<file path="config.mk">
export PLATFORM = sky130hd
export DESIGN_NAME = axis_layer_sequencer
export DESIGN_NICKNAME = d
export VERILOG_FILES = /design/src/rtl/axis_layer_sequencer_pkg.sv /design/src/rtl/axis_layer_sequencer_counter.sv /design/src/rtl/axis_layer_sequencer.sv
export SDC_FILE = /design/constraint.sdc
export NUM_CORES = 1
export LEC_CHECK = 0
export ABC_AREA = 0
export BUFFER_PORTS_ARGS = -buffer_cell sky130_fd_sc_hd__buf_4
export CORE_AREA = 2 2 62 64
export DETAILED_ROUTE_END_ITERATION = 12
export DIE_AREA = 0 0 64 66
export PLACE_DENSITY_LB_ADDON = 0.08
export SYNTH_ARGS = -nofsm -noshare
export SYNTH_HDL_FRONTEND = slang
export SYNTH_HIERARCHICAL = 1
export SYNTH_SLANG_ARGS = --single-unit
</file>
<file path="constraint.sdc">
create_clock -name clk -period 2.9 [get_ports clk]
set_clock_uncertainty 0.2 [all_clocks]
set_input_delay 0.145 -clock clk [delete_from_list [all_inputs] [get_ports clk]]
set_output_delay 0.145 -clock clk [all_outputs]
set_load 0.02 [all_outputs]
</file>
<file path="src/rtl/axis_layer_sequencer_pkg.sv">
// Shared state encoding and sizing helpers for axis_layer_sequencer.
package axis_seq_pkg;

    localparam int unsigned STATE_W = 2;

    typedef enum logic [STATE_W-1:0] {
        ST_IDLE  = 2'd0,
        ST_RUN   = 2'd1,
        ST_FLUSH = 2'd2,
        ST_DONE  = 2'd3
    } seq_state_e;

    // Address width for an n-word buffer; never narrower than one bit.
    function automatic int unsigned adr_width(input int unsigned n);
        return (n > 1) ? $clog2(n) : 1;
    endfunction

    function automatic int unsigned group_size(input int unsigned in_n, input int unsigned out_n);
        return in_n / out_n;
    endfunction

endpackage

</file>
<file path="src/rtl/axis_layer_sequencer_counter.sv">
// Saturating up-counter with a sticky flag raised by an increment at the terminal value.
module Counter #(
    parameter int unsigned WIDTH   = 3,
    parameter int unsigned MAX_VAL = 7
) (
    input  logic             clk,
    input  logic             rst_n,
    input  logic             clr,
    input  logic             inc,
    output logic [WIDTH-1:0] cnt,
    output logic             at_max,
    output logic             full
);

    localparam logic [WIDTH-1:0] MAX_C = WIDTH'(MAX_VAL);

    logic [WIDTH-1:0] cnt_q, cnt_d;
    logic             full_q, full_d;

    always_comb begin
        cnt_d  = cnt_q;
        full_d = full_q;
        if (clr) begin
            cnt_d  = '0;
            full_d = 1'b0;
        end else if (inc && !full_q) begin
            // The count parks at the terminal value; the last increment only raises full.
            if (cnt_q == MAX_C) begin
                full_d = 1'b1;
            end else begin
                cnt_d = cnt_q + WIDTH'(1);
            end
        end
    end

    always_ff @(posedge clk or negedge rst_n) begin
        if (!rst_n) begin
            cnt_q  <= '0;
            full_q <= 1'b0;
        end else begin
            cnt_q  <= cnt_d;
            full_q <= full_d;
        end
    end

    assign cnt    = cnt_q;
    assign at_max = (cnt_q == MAX_C);
    assign full   = full_q;

endmodule

</file>
<file path="src/rtl/axis_layer_sequencer.sv">
// Walks the input buffer into a PE, collects its results into the output buffer, pulses done.
// Optional feature: define SEQ_PERF_CNT_EN to add the 32-bit perf_cycles job cycle counter.
module axis_layer_sequencer
    import axis_seq_pkg::*;
#(
    parameter  int unsigned DATA_WIDTH   = 32,
    parameter  int unsigned IN_DATA_NUM  = 8,
    parameter  int unsigned OUT_DATA_NUM = 4,
    localparam int unsigned IN_ADR_W     = adr_width(IN_DATA_NUM),
    localparam int unsigned OUT_ADR_W    = adr_width(OUT_DATA_NUM)
) (
    input  logic                  clk,
    input  logic                  rst_n,
    input  logic                  axisif_start,
    output logic                  axisif_done,
    output logic [IN_ADR_W-1:0]   axisif_bufferIn_adr,
    input  logic [DATA_WIDTH-1:0] axisif_bufferIn_data,
    output logic [OUT_ADR_W-1:0]  axisif_bufferOut_adr,
    output logic [DATA_WIDTH-1:0] axisif_bufferOut_data,
    output logic                  axisif_bufferOut_wr,
    output logic                  pe_in_valid,
    input  logic                  pe_in_ready,
    output logic [DATA_WIDTH-1:0] pe_in_data,
    output logic                  pe_in_first,
    output logic                  pe_in_last,
    input  logic                  pe_out_valid,
    input  logic [DATA_WIDTH-1:0] pe_out_data
`ifdef SEQ_PERF_CNT_EN
    ,
    output logic [31:0]           perf_cycles
`endif
);

    localparam int unsigned GROUP = group_size(IN_DATA_NUM, OUT_DATA_NUM);

    seq_state_e state_q, state_d;

    logic [IN_ADR_W-1:0]  in_cnt;
    logic [OUT_ADR_W-1:0] out_cnt;
    logic                 in_at_max, in_full;
    logic                 out_at_max, out_full;
    logic                 cnt_clr;
    logic                 in_accept;
    logic                 in_final;
    logic                 out_wr;
    logic                 out_final;
    logic [IN_ADR_W-1:0]  grp_pos;

    assign cnt_clr = (state_q == ST_IDLE);

    Counter #(
        .WIDTH   (IN_ADR_W),
        .MAX_VAL (IN_DATA_NUM - 1)
    ) u_in_cnt (
        .clk    (clk),
        .rst_n  (rst_n),
        .clr    (cnt_clr),
        .inc    (in_accept),
        .cnt    (in_cnt),
        .at_max (in_at_max),
        .full   (in_full)
    );

    Counter #(
        .WIDTH   (OUT_ADR_W),
        .MAX_VAL (OUT_DATA_NUM - 1)
    ) u_out_cnt (
        .clk    (clk),
        .rst_n  (rst_n),
        .clr    (cnt_clr),
        .inc    (out_wr),
        .cnt    (out_cnt),
        .at_max (out_at_max),
        .full   (out_full)
    );

    assign pe_in_valid = (state_q == ST_RUN) && !in_full;
    assign in_accept   = pe_in_valid && pe_in_ready;
    assign in_final    = in_accept && in_at_max;

    assign grp_pos     = IN_ADR_W'(32'(in_cnt) % GROUP);
    assign pe_in_first = pe_in_valid && (grp_pos == '0);
    assign pe_in_last  = pe_in_valid && (grp_pos == IN_ADR_W'(GROUP - 1));
    assign pe_in_data  = axisif_bufferIn_data;

    assign axisif_bufferIn_adr = in_cnt;

    assign out_wr    = pe_out_valid && !out_full &&
                       ((state_q == ST_RUN) || (state_q == ST_FLUSH));
    assign out_final = out_wr && out_at_max;

    assign axisif_bufferOut_wr   = out_wr;
    assign axisif_bufferOut_adr  = out_cnt;
    assign axisif_bufferOut_data = out_wr ? pe_out_data : '0;

    assign axisif_done = (state_q == ST_DONE);

    always_comb begin
        state_d = state_q;
        unique case (state_q)
            ST_IDLE: begin
                if (axisif_start) begin
                    state_d = ST_RUN;
                end
            end
            ST_RUN: begin
                // Results can finish before or with the last beat; skip FLUSH then.
                if (in_final) begin
                    state_d = (out_full || out_final) ? ST_DONE : ST_FLUSH;
                end
            end
            ST_FLUSH: begin
                if (out_final || out_full) begin
                    state_d = ST_DONE;
                end
            end
            ST_DONE: begin
                state_d = ST_IDLE;
            end
            default: begin
                state_d = ST_IDLE;
            end
        endcase
    end

    always_ff @(posedge clk or negedge rst_n) begin
        if (!rst_n) begin
            state_q <= ST_IDLE;
        end else begin
            state_q <= state_d;
        end
    end

`ifdef SEQ_PERF_CNT_EN
    logic [31:0] perf_q, perf_d;

    always_comb begin
        perf_d = perf_q;
        if (state_q == ST_IDLE) begin
            if (axisif_start) begin
                perf_d = '0;
            end
        end else if (perf_q != '1) begin
            perf_d = perf_q + 32'd1;
        end
    end

    always_ff @(posedge clk or negedge rst_n) begin
        if (!rst_n) begin
            perf_q <= '0;
        end else begin
            perf_q <= perf_d;
        end
    end

    assign perf_cycles = perf_q;
`endif

endmodule

</file>
==> results_dict.tcl, run 1 <==
set metrics [dict create \
    grt_pass1_vias 854 \
    multi_input_area_sq_um 586 \
    clk_latency_ps 250 \
    numClockSinks 9 \
    hp-class "primary input to async pin" \
    crit_fanout 35 \
    syn_area_sq_um 1080 \
    cts_tree "built" \
    coreArea_sq_um 3550 \
    total_power_mw 1.37 \
    grt_overflow 0 \
    area_delta_synth_final_pct 39.5 \
    maxCapViolCount 0 \
    ios 143 \
    final_area_sq_um 1510 \
    slew_violations 0 \
    initial_core_util_pct 30.4 \
    numCtsBuffers 3 \
    layout-drive-gt1-share_pct 50.9 \
    clk_pin_slew_ps 60 \
    die_height_um 66 \
    wl_per_cell_um 12.3 \
    reg2reg_from "state_q[1]" \
    fillers 374 \
    dr_total_vias 964 \
    fin_crit_ps 2280 \
    port_buffers 78 \
    synth.area.top_cells "buf_4, dfrtp_1, and2_1, ha_1, nand2b_1" \
    first_pass_iters 4 \
    finalHoldViolations 0 \
    dpl.hpwl_um 2340 \
    cts.htree.levels 1 \
    syn-num-nets 202 \
    vias_per_cell 4.36 \
    synth_warnings 6 \
    max_slew_margin_pct 71.4 \
    drt_iter0_drc 12 \
    placement.cell_area_sq_um 1470 \
    clock.fmax_mhz 438 \
    synth_cell_types 24 \
    grt_max_degree 36 \
    finalSetupViolations 0 \
    startpoint "state_q[1]" \
    crit_type "flop to flop" \
    critPathLaunchType "flop" \
    rsz0062_at_grt "false" \
    synth-seq-area-share_pct 20.8 \
    synth_area_per_cell_sq_um 8.65 \
    synth_top_area_share_pct 22.2 \
    worstPathArrival_ps 2210 \
    totalWireLength_um 2720 \
    critPathRequiredTime_ps 2830 \
    rows 22 \
    leakage_nw 0.802 \
    min_period_over_period_pct 78.7 \
    ys_seq_elements 9 \
    drtAntennaViolNets 0 \
    grt_pass1_wl_um 3740 \
    drc_errors 0 \
    diodes 0 \
    p_per_area_nw_per_um2 911 \
    die-area_sq_um 4220 \
    gp_congestion 0.643 \
    nets 251 \
    tightest_slew_ps 429 \
    die_w_um 64 \
    ir_drop_mv 0.384 \
    yosysTopAreaCell "buf_4" \
    antenna_found_initial 0 \
    regArea_sq_um 225 \
    globalRouteTotalUtil_pct 11.2 \
    cts_resized 0 \
    cp-end-kind "flop" \
    clk_path_buf_depth 2 \
    clockRootBuffer "clkbuf_4" \
    synthesis.instances 125 \
    outcome "complete, no violations" \
    setup_tns_ps 0 \
]
## kinds of logic after synthesis
kind of cell | synth area share, %
buf+inv | 25.0
compound gates | 6.25
simple gates | 33.4
flops | 20.8
mux | 5.21
fa+ha+maj | 9.26
## cell usage after synthesis, drive strengths merged
master,instances
mux2,2
and4,1
a31o,1
nor2b,4
clkbuf,2
nand3,1
nand2,1
o21ai,1
a21oi,4
a32oi,1
a21bo,1
o211ai,1
nor3b,2
inv,4
dfrtp,9
and2,34
mux2i,3
and3,1
ha,8
buf,33
nor2,5
nand2b,6
## worst max-delay path, cell delays in order (launching register included)
cell	delay (ps)
dfrtp_1	400
inv_1	110
ha_1	340
and3_2	480
nor3b_4	290
mux2_1	350
## flip-flops by register name (all words and copies together), names as in the netlist
| register | count |
|---|---|
| u_in_cnt/cnt | 3 |
| u_out_cnt/cnt | 2 |
| state_q | 2 |
| u_out_cnt/full | 1 |
| u_in_cnt/full | 1 |
## worst paths after layout
path,endpoint,slack (ps),cells after the start
max,u_out_cnt/cnt[0],620,5
min,u_in_cnt/cnt[1],40,2
max reg2reg,u_out_cnt/cnt[0],620,5
min reg2reg,u_out_cnt/cnt[1],370,2
max in group asynchronous,u_in_cnt/full,2320,2
min in group clk,pe_in_data[22],90,0
## power by group
group          switching, mW  internal (mW)  leakage [nW]
Combinational          0.575          0.506         0.669
Sequential            0.0372          0.164         0.118
Clock                 0.0385         0.0527        0.0150
## cells in the final DEF, fill, tap and decap left out
| cell | Yosys | routed |
|---|---|---|
| clkbuf_1 | 0 | 1 |
| and3_2 | 1 | 1 |
| mux2_1 | 1 | 1 |
| and2_1 | 34 | 34 |
| nor3b_4 | 2 | 2 |
| nor2_1 | 5 | 5 |
| inv_1 | 4 | 4 |
| a31o_1 | 1 | 1 |
| nand2_1 | 1 | 1 |
| nand2b_1 | 6 | 6 |
| mux2_4 | 1 | 1 |
| nand3_2 | 1 | 1 |
| a21oi_1 | 4 | 4 |
| dlygate4sd3_1 | 0 | 1 |
| nor2b_1 | 4 | 4 |
| o21ai_1 | 1 | 1 |
| a21bo_2 | 1 | 1 |
| ha_1 | 8 | 8 |
| clkbuf_4 | 0 | 3 |
| dfrtp_1 | 9 | 9 |
| o211ai_1 | 1 | 1 |
| and4_1 | 1 | 1 |
| a32oi_2 | 1 | 1 |
| buf_4 | 32 | 78 |
| mux2i_1 | 3 | 3 |
## through the flow
stage	std cells	hold slack, ps	setup slack [ps]	utilization, %
after floorplan	125	-351	741	-
after global placement	216	-221	697	41.4
after detailed placement	216	-224	603	41.4
after CTS	221	41.4	587	42.5
after global routing	221	48.4	457	42.5
final	221	44.7	617	42.5
## layout make-up
class	count	share of cell area (%)
multi-input cells	77	38.8
well taps	48	3.98
flip-flops and latches	9	14.9
inverters	4	0.996
repair buffers	79	39.5
clock buffers	4	1.74
## metal layers
metal / global-route usage (%) / share of wire (%) / vias to the layer above
met2: 22.4 / 53 / 70
met4: 4.62 / 0.88 / 0
met3: 4.26 / 13 / 6
met5: 0 / 0 / -
met1: 9.76 / 33 / 427
li1: - / - / 461
## timing repair
item	CTS	global route
setup endpoints to repair	0	0
hold endpoints to repair	9	0
hold buffers	1	0
buffers inserted	0	0
(Power assumes the default switching activity.)
==> run 2: changes to the inputs <==
==> constraint.sdc (replaced) <==
create_clock -name clk -period 2.35 [get_ports clk]
set_clock_uncertainty 0.2 [all_clocks]
set_input_delay 0.1175 -clock clk [delete_from_list [all_inputs] [get_ports clk]]
set_output_delay 0.1175 -clock clk [all_outputs]
set_load 0.02 [all_outputs]
==> results_dict.tcl, run 2 (synthesis results as in run 1) <==
set metrics [dict create \
    numClockSinks 9 \
    ir_drop_mv 0.525 \
    dpl.hpwl_um 2270 \
    cts.htree.levels 1 \
    drc_errors 0 \
    layout-drive-gt1-share_pct 51.1 \
    grt-busiest-layer "met2" \
    initial_core_util_pct 30.4 \
    slew_violations 0 \
    drt_iter0_drc 9 \
    wl_per_cell_um 12.0 \
    fillers 365 \
    finalHoldViolations 0 \
    antenna_found_initial 0 \
    final_common_cell "buf_4" \
    clk_pin_slew_ps 60 \
    diodes 0 \
    post_cts_buffers 0 \
    nets 252 \
    die_w_um 64 \
    numCtsBuffers 3 \
    final_core_util_pct 42.8 \
    port_buffers 78 \
    die_height_um 66 \
    cp-end-kind "output port" \
    clockRootBuffer "clkbuf_4" \
    critPathLaunchType "flop" \
    rsz0062_at_grt "false" \
    total_power_mw 1.73 \
    grt_max_degree 35 \
    fin_crit_ps 2180 \
    grt_pass1_wl_um 3960 \
    path_buf_inv 3 \
    finalSetupViolations 0 \
    coreArea_sq_um 3550 \
    totalWireLength_um 2660 \
    cts_tree "built" \
    grt_pass1_vias 863 \
    worstPathArrival_ps 1860 \
    crit_fanout 34 \
    critPathRequiredTime_ps 2030 \
    min_period_over_period_pct 92.6 \
    largest_reg_flops 3 \
    gp_congestion 0.751 \
    vias_per_cell 4.42 \
    leakage_nw 0.808 \
    ff2ff_setup_slack_ps 270 \
    max_slew_margin_pct 72.9 \
    clock.fmax_mhz 460 \
    use_met1_pct 11.1 \
    multi_input_area_sq_um 586 \
    critical-path-max-stage-delay_ps 380 \
    first_pass_iters 4 \
    slowest_stage "dfrtp_1" \
    maxCapViolCount 0 \
    crit_type "flop to output port" \
    hp-class "primary input to async pin" \
    hold_slack_ps 3.82 \
    path_cells "inv_1 > ha_1 > and3_2 > buf_6 > and2_1 > buf_4" \
    die-area_sq_um 4220 \
    met2_usage_pct 22.5 \
    ios 143 \
    drtAntennaViolNets 0 \
    outcome "complete, no violations" \
    clk_path_buf_depth 2 \
    rows 22 \
    regArea_sq_um 225 \
    clk_latency_ps 260 \
    area_delta_synth_final_pct 40.5 \
    grt.met3_usage_pct 4.60 \
    layout_common_cells "buf_4, and2_1, dfrtp_1, ha_1, nand2b_1" \
    p_per_area_nw_per_um2 1140 \
    dr_total_vias 981 \
    tightest_slew_ps 406 \
    setup_tns_ps 0 \
    globalRouteTotalUtil_pct 11.8 \
    critPathTopFamily "buffers and inverters" \
    grt_overflow 0 \
]
[run 2: cell type report]
type | instances | area share (%)
clock buffer | 4 | 1.73
timing repair buffer | 80 | 40.0
inverter | 4 | 0.988
multi-input combinational | 77 | 38.6
sequential | 9 | 14.8
tap | 48 | 3.95
[run 2: worst paths after layout]
| check | depth (start not counted) | start | endpoint |
|---|---|---|---|
| worst min register to register | 2 | u_in_cnt/cnt[1] | u_in_cnt/cnt[1] |
| worst min-delay path | 2 | rst_n | u_in_cnt/cnt[1] |
| min in group clk | 0 | axisif_bufferIn_data[22] | pe_in_data[22] |
| max in group asynchronous | 2 | rst_n | u_out_cnt/cnt[1] |
| worst max-delay path | 6 | state_q[0] | axisif_bufferOut_data[6] |
| worst max register to register | 6 | state_q[1] | u_in_cnt/cnt[0] |
[run 2: routing by layer]
metal  share of wire (%)  up-vias
met5                   0        -
met4                 1.7        0
met3                  14        9
met2                  51       73
met1                  33      435
li1                    -      464
[run 2: stage by stage]
step / setup WS [ps] / instance area [sq um] / instances
global placement: 377 / 1480 / 217
detailed placement: 293 / 1480 / 217
floorplan: 191 / 1080 / 125
finish: 174 / 1520 / 222
global route: 61.0 / 1520 / 222
CTS: 111 / 1520 / 222
[run 2: power breakdown]
| part | internal [mW] | switching [mW] |
|---|---|---|
| Clock | 0.0654 | 0.0536 |
| Combinational | 0.646 | 0.713 |
| Sequential | 0.203 | 0.0467 |
[run 2: timing repair]
| item | CTS | global route |
|---|---|---|
| setup endpoints to repair | 0 | 1 |
| hold buffers | 1 | 0 |
| resized for setup | 0 | 1 |
| hold endpoints to repair | 9 | 0 |
==> run 3: changes to the inputs <==
--- a/config.mk
+++ b/config.mk
@@ -7,9 +7,9 @@
 export LEC_CHECK = 0
 export ABC_AREA = 0
 export BUFFER_PORTS_ARGS = -buffer_cell sky130_fd_sc_hd__buf_4
-export CORE_AREA = 2 2 62 64
+export CORE_AREA = 2 2 69 71
 export DETAILED_ROUTE_END_ITERATION = 12
-export DIE_AREA = 0 0 64 66
+export DIE_AREA = 0 0 71 73
 export PLACE_DENSITY_LB_ADDON = 0.08
 export SYNTH_ARGS = -nofsm -noshare
 export SYNTH_HDL_FRONTEND = slang
==> results_dict.tcl, run 3 (synthesis results as in run 1) <==
set metrics [dict create \
    outcome "complete, no violations" \
    area_delta_synth_final_pct 42.9 \
    grt_overflow 0 \
    largest_reg_flops 3 \
    fin_crit_ps 2150 \
    antenna_found_initial 0 \
    die_height_um 73 \
    tightest_slew_ps 415 \
    leakage_nw 0.814 \
    grt_max_degree 23 \
    hp-class "primary input to output port" \
    clk_latency_ps 230 \
    drtAntennaViolNets 0 \
    placement.cell_area_sq_um 1490 \
    setup_tns_ps 0 \
    rsz0062_at_grt "false" \
    slew_violations 0 \
    drc_errors 0 \
    cts.htree.levels 1 \
    port_buffers 78 \
    ir_drop_mv 0.405 \
    finalHoldViolations 0 \
    numCtsBuffers 3 \
    final_core_util_pct 34.1 \
    final_area_sq_um 1550 \
    total_power_mw 1.79 \
    maxCapViolCount 0 \
    nets 252 \
    dpl.hpwl_um 2410 \
    final_common_cell "buf_4" \
    numClockSinks 9 \
    coreArea_sq_um 4540 \
    clock.fmax_mhz 466 \
    grt_pass1_wl_um 4220 \
    first_pass_iters 2 \
    min_period_over_period_pct 91.4 \
    clk_pin_slew_ps 50 \
    max_slew_margin_pct 72.3 \
    initial_core_util_pct 23.8 \
    layout_common_cells "buf_4, and2_1, dfrtp_1, ha_1, nand2b_1" \
    dr_total_vias 971 \
    gp_congestion 0.764 \
    grt_pass1_vias 918 \
    hold_slack_ps 35.0 \
    cp-end-kind "output port" \
    die-area_sq_um 5180 \
    clockRootBuffer "clkbuf_8" \
    crit_fanout 22 \
    p_per_area_nw_per_um2 1160 \
    clk_path_buf_depth 2 \
    globalRouteTotalUtil_pct 9.84 \
    layout-drive-gt1-share_pct 51.1 \
    critPathRequiredTime_ps 2030 \
    die_w_um 71 \
    cts_tree "built" \
    rows 25 \
    ios 143 \
    finalSetupViolations 0 \
    diodes 0 \
    vias_per_cell 4.26 \
    totalWireLength_um 2790 \
    wl_per_cell_um 12.2 \
    worstPathArrival_ps 1830 \
    critPathLaunchType "flop" \
    drt_iter0_drc 7 \
    crit_type "flop to output port" \
]
[run 3: cell counts in the layout (fill, tap and decap cells not counted)]
No cell type changed its count.
[run 3: path summary, 6_finish.rpt]
check                                    startpoint                        end  slack, ps  cells past startpoint
setup reg to reg                         state_q[1]            u_in_cnt/cnt[0]        230                      6
setup / recovery                         state_q[1]  axisif_bufferOut_data[15]        200                      6
min in group asynchronous                     rst_n            u_in_cnt/cnt[0]         50                      2
max in group asynchronous                     rst_n           u_out_cnt/cnt[0]       1760                      2
hold reg to reg                      u_out_cnt/full             u_out_cnt/full        380                      2
hold / removal             axisif_bufferIn_data[29]             pe_in_data[29]         40                      0
[run 3: worst max-delay path, cell delays in order (launching register included)]
cell     delay, ps
dfrtp_1        380
inv_1          100
ha_1           340
and3_4         270
buf_4          220
and2_1         150
buf_4          140
[run 3: routing by layer]
metal	wire (um)	global-route usage, %	part of all wire [%]
met4	0	1.89	0
met5	0	0	0
met1	901	9.89	32
met3	413	4.97	15
met2	1480	18.4	53
[run 3: timing repair]
item / in CTS / in global routing
hold buffers: 1 / 0
setup endpoints to repair: 0 / 17
setup buffers: 0 / 0
resized for setup: 0 / 1
endpoints found under the hold margin: 9 / 0
[run 3: stage by stage]
step	std cells	setup WS, ps
after floorplan	125	191
after global placement	223	297
after detailed placement	223	219
after CTS	228	105
after global routing	228	48.4
final	228	203
[run 3: where the power goes]
group | switching, mW | internal [mW] | total, mW
registers | 0.0453 | 0.203 | 0.249
logic | 0.718 | 0.647 | 1.37
clock network | 0.0565 | 0.118 | 0.174
total | 0.820 | 0.968 | 1.79
[run 3: cell type report]
class,instances,area (sq um)
Clock buffer,4,45.0
Fill cell,485,2990
Inverter,4,15.0
Multi-Input combinational cell,77,589
Sequential cell,9,225
Tap cell,54,67.6
Timing Repair Buffer,80,603
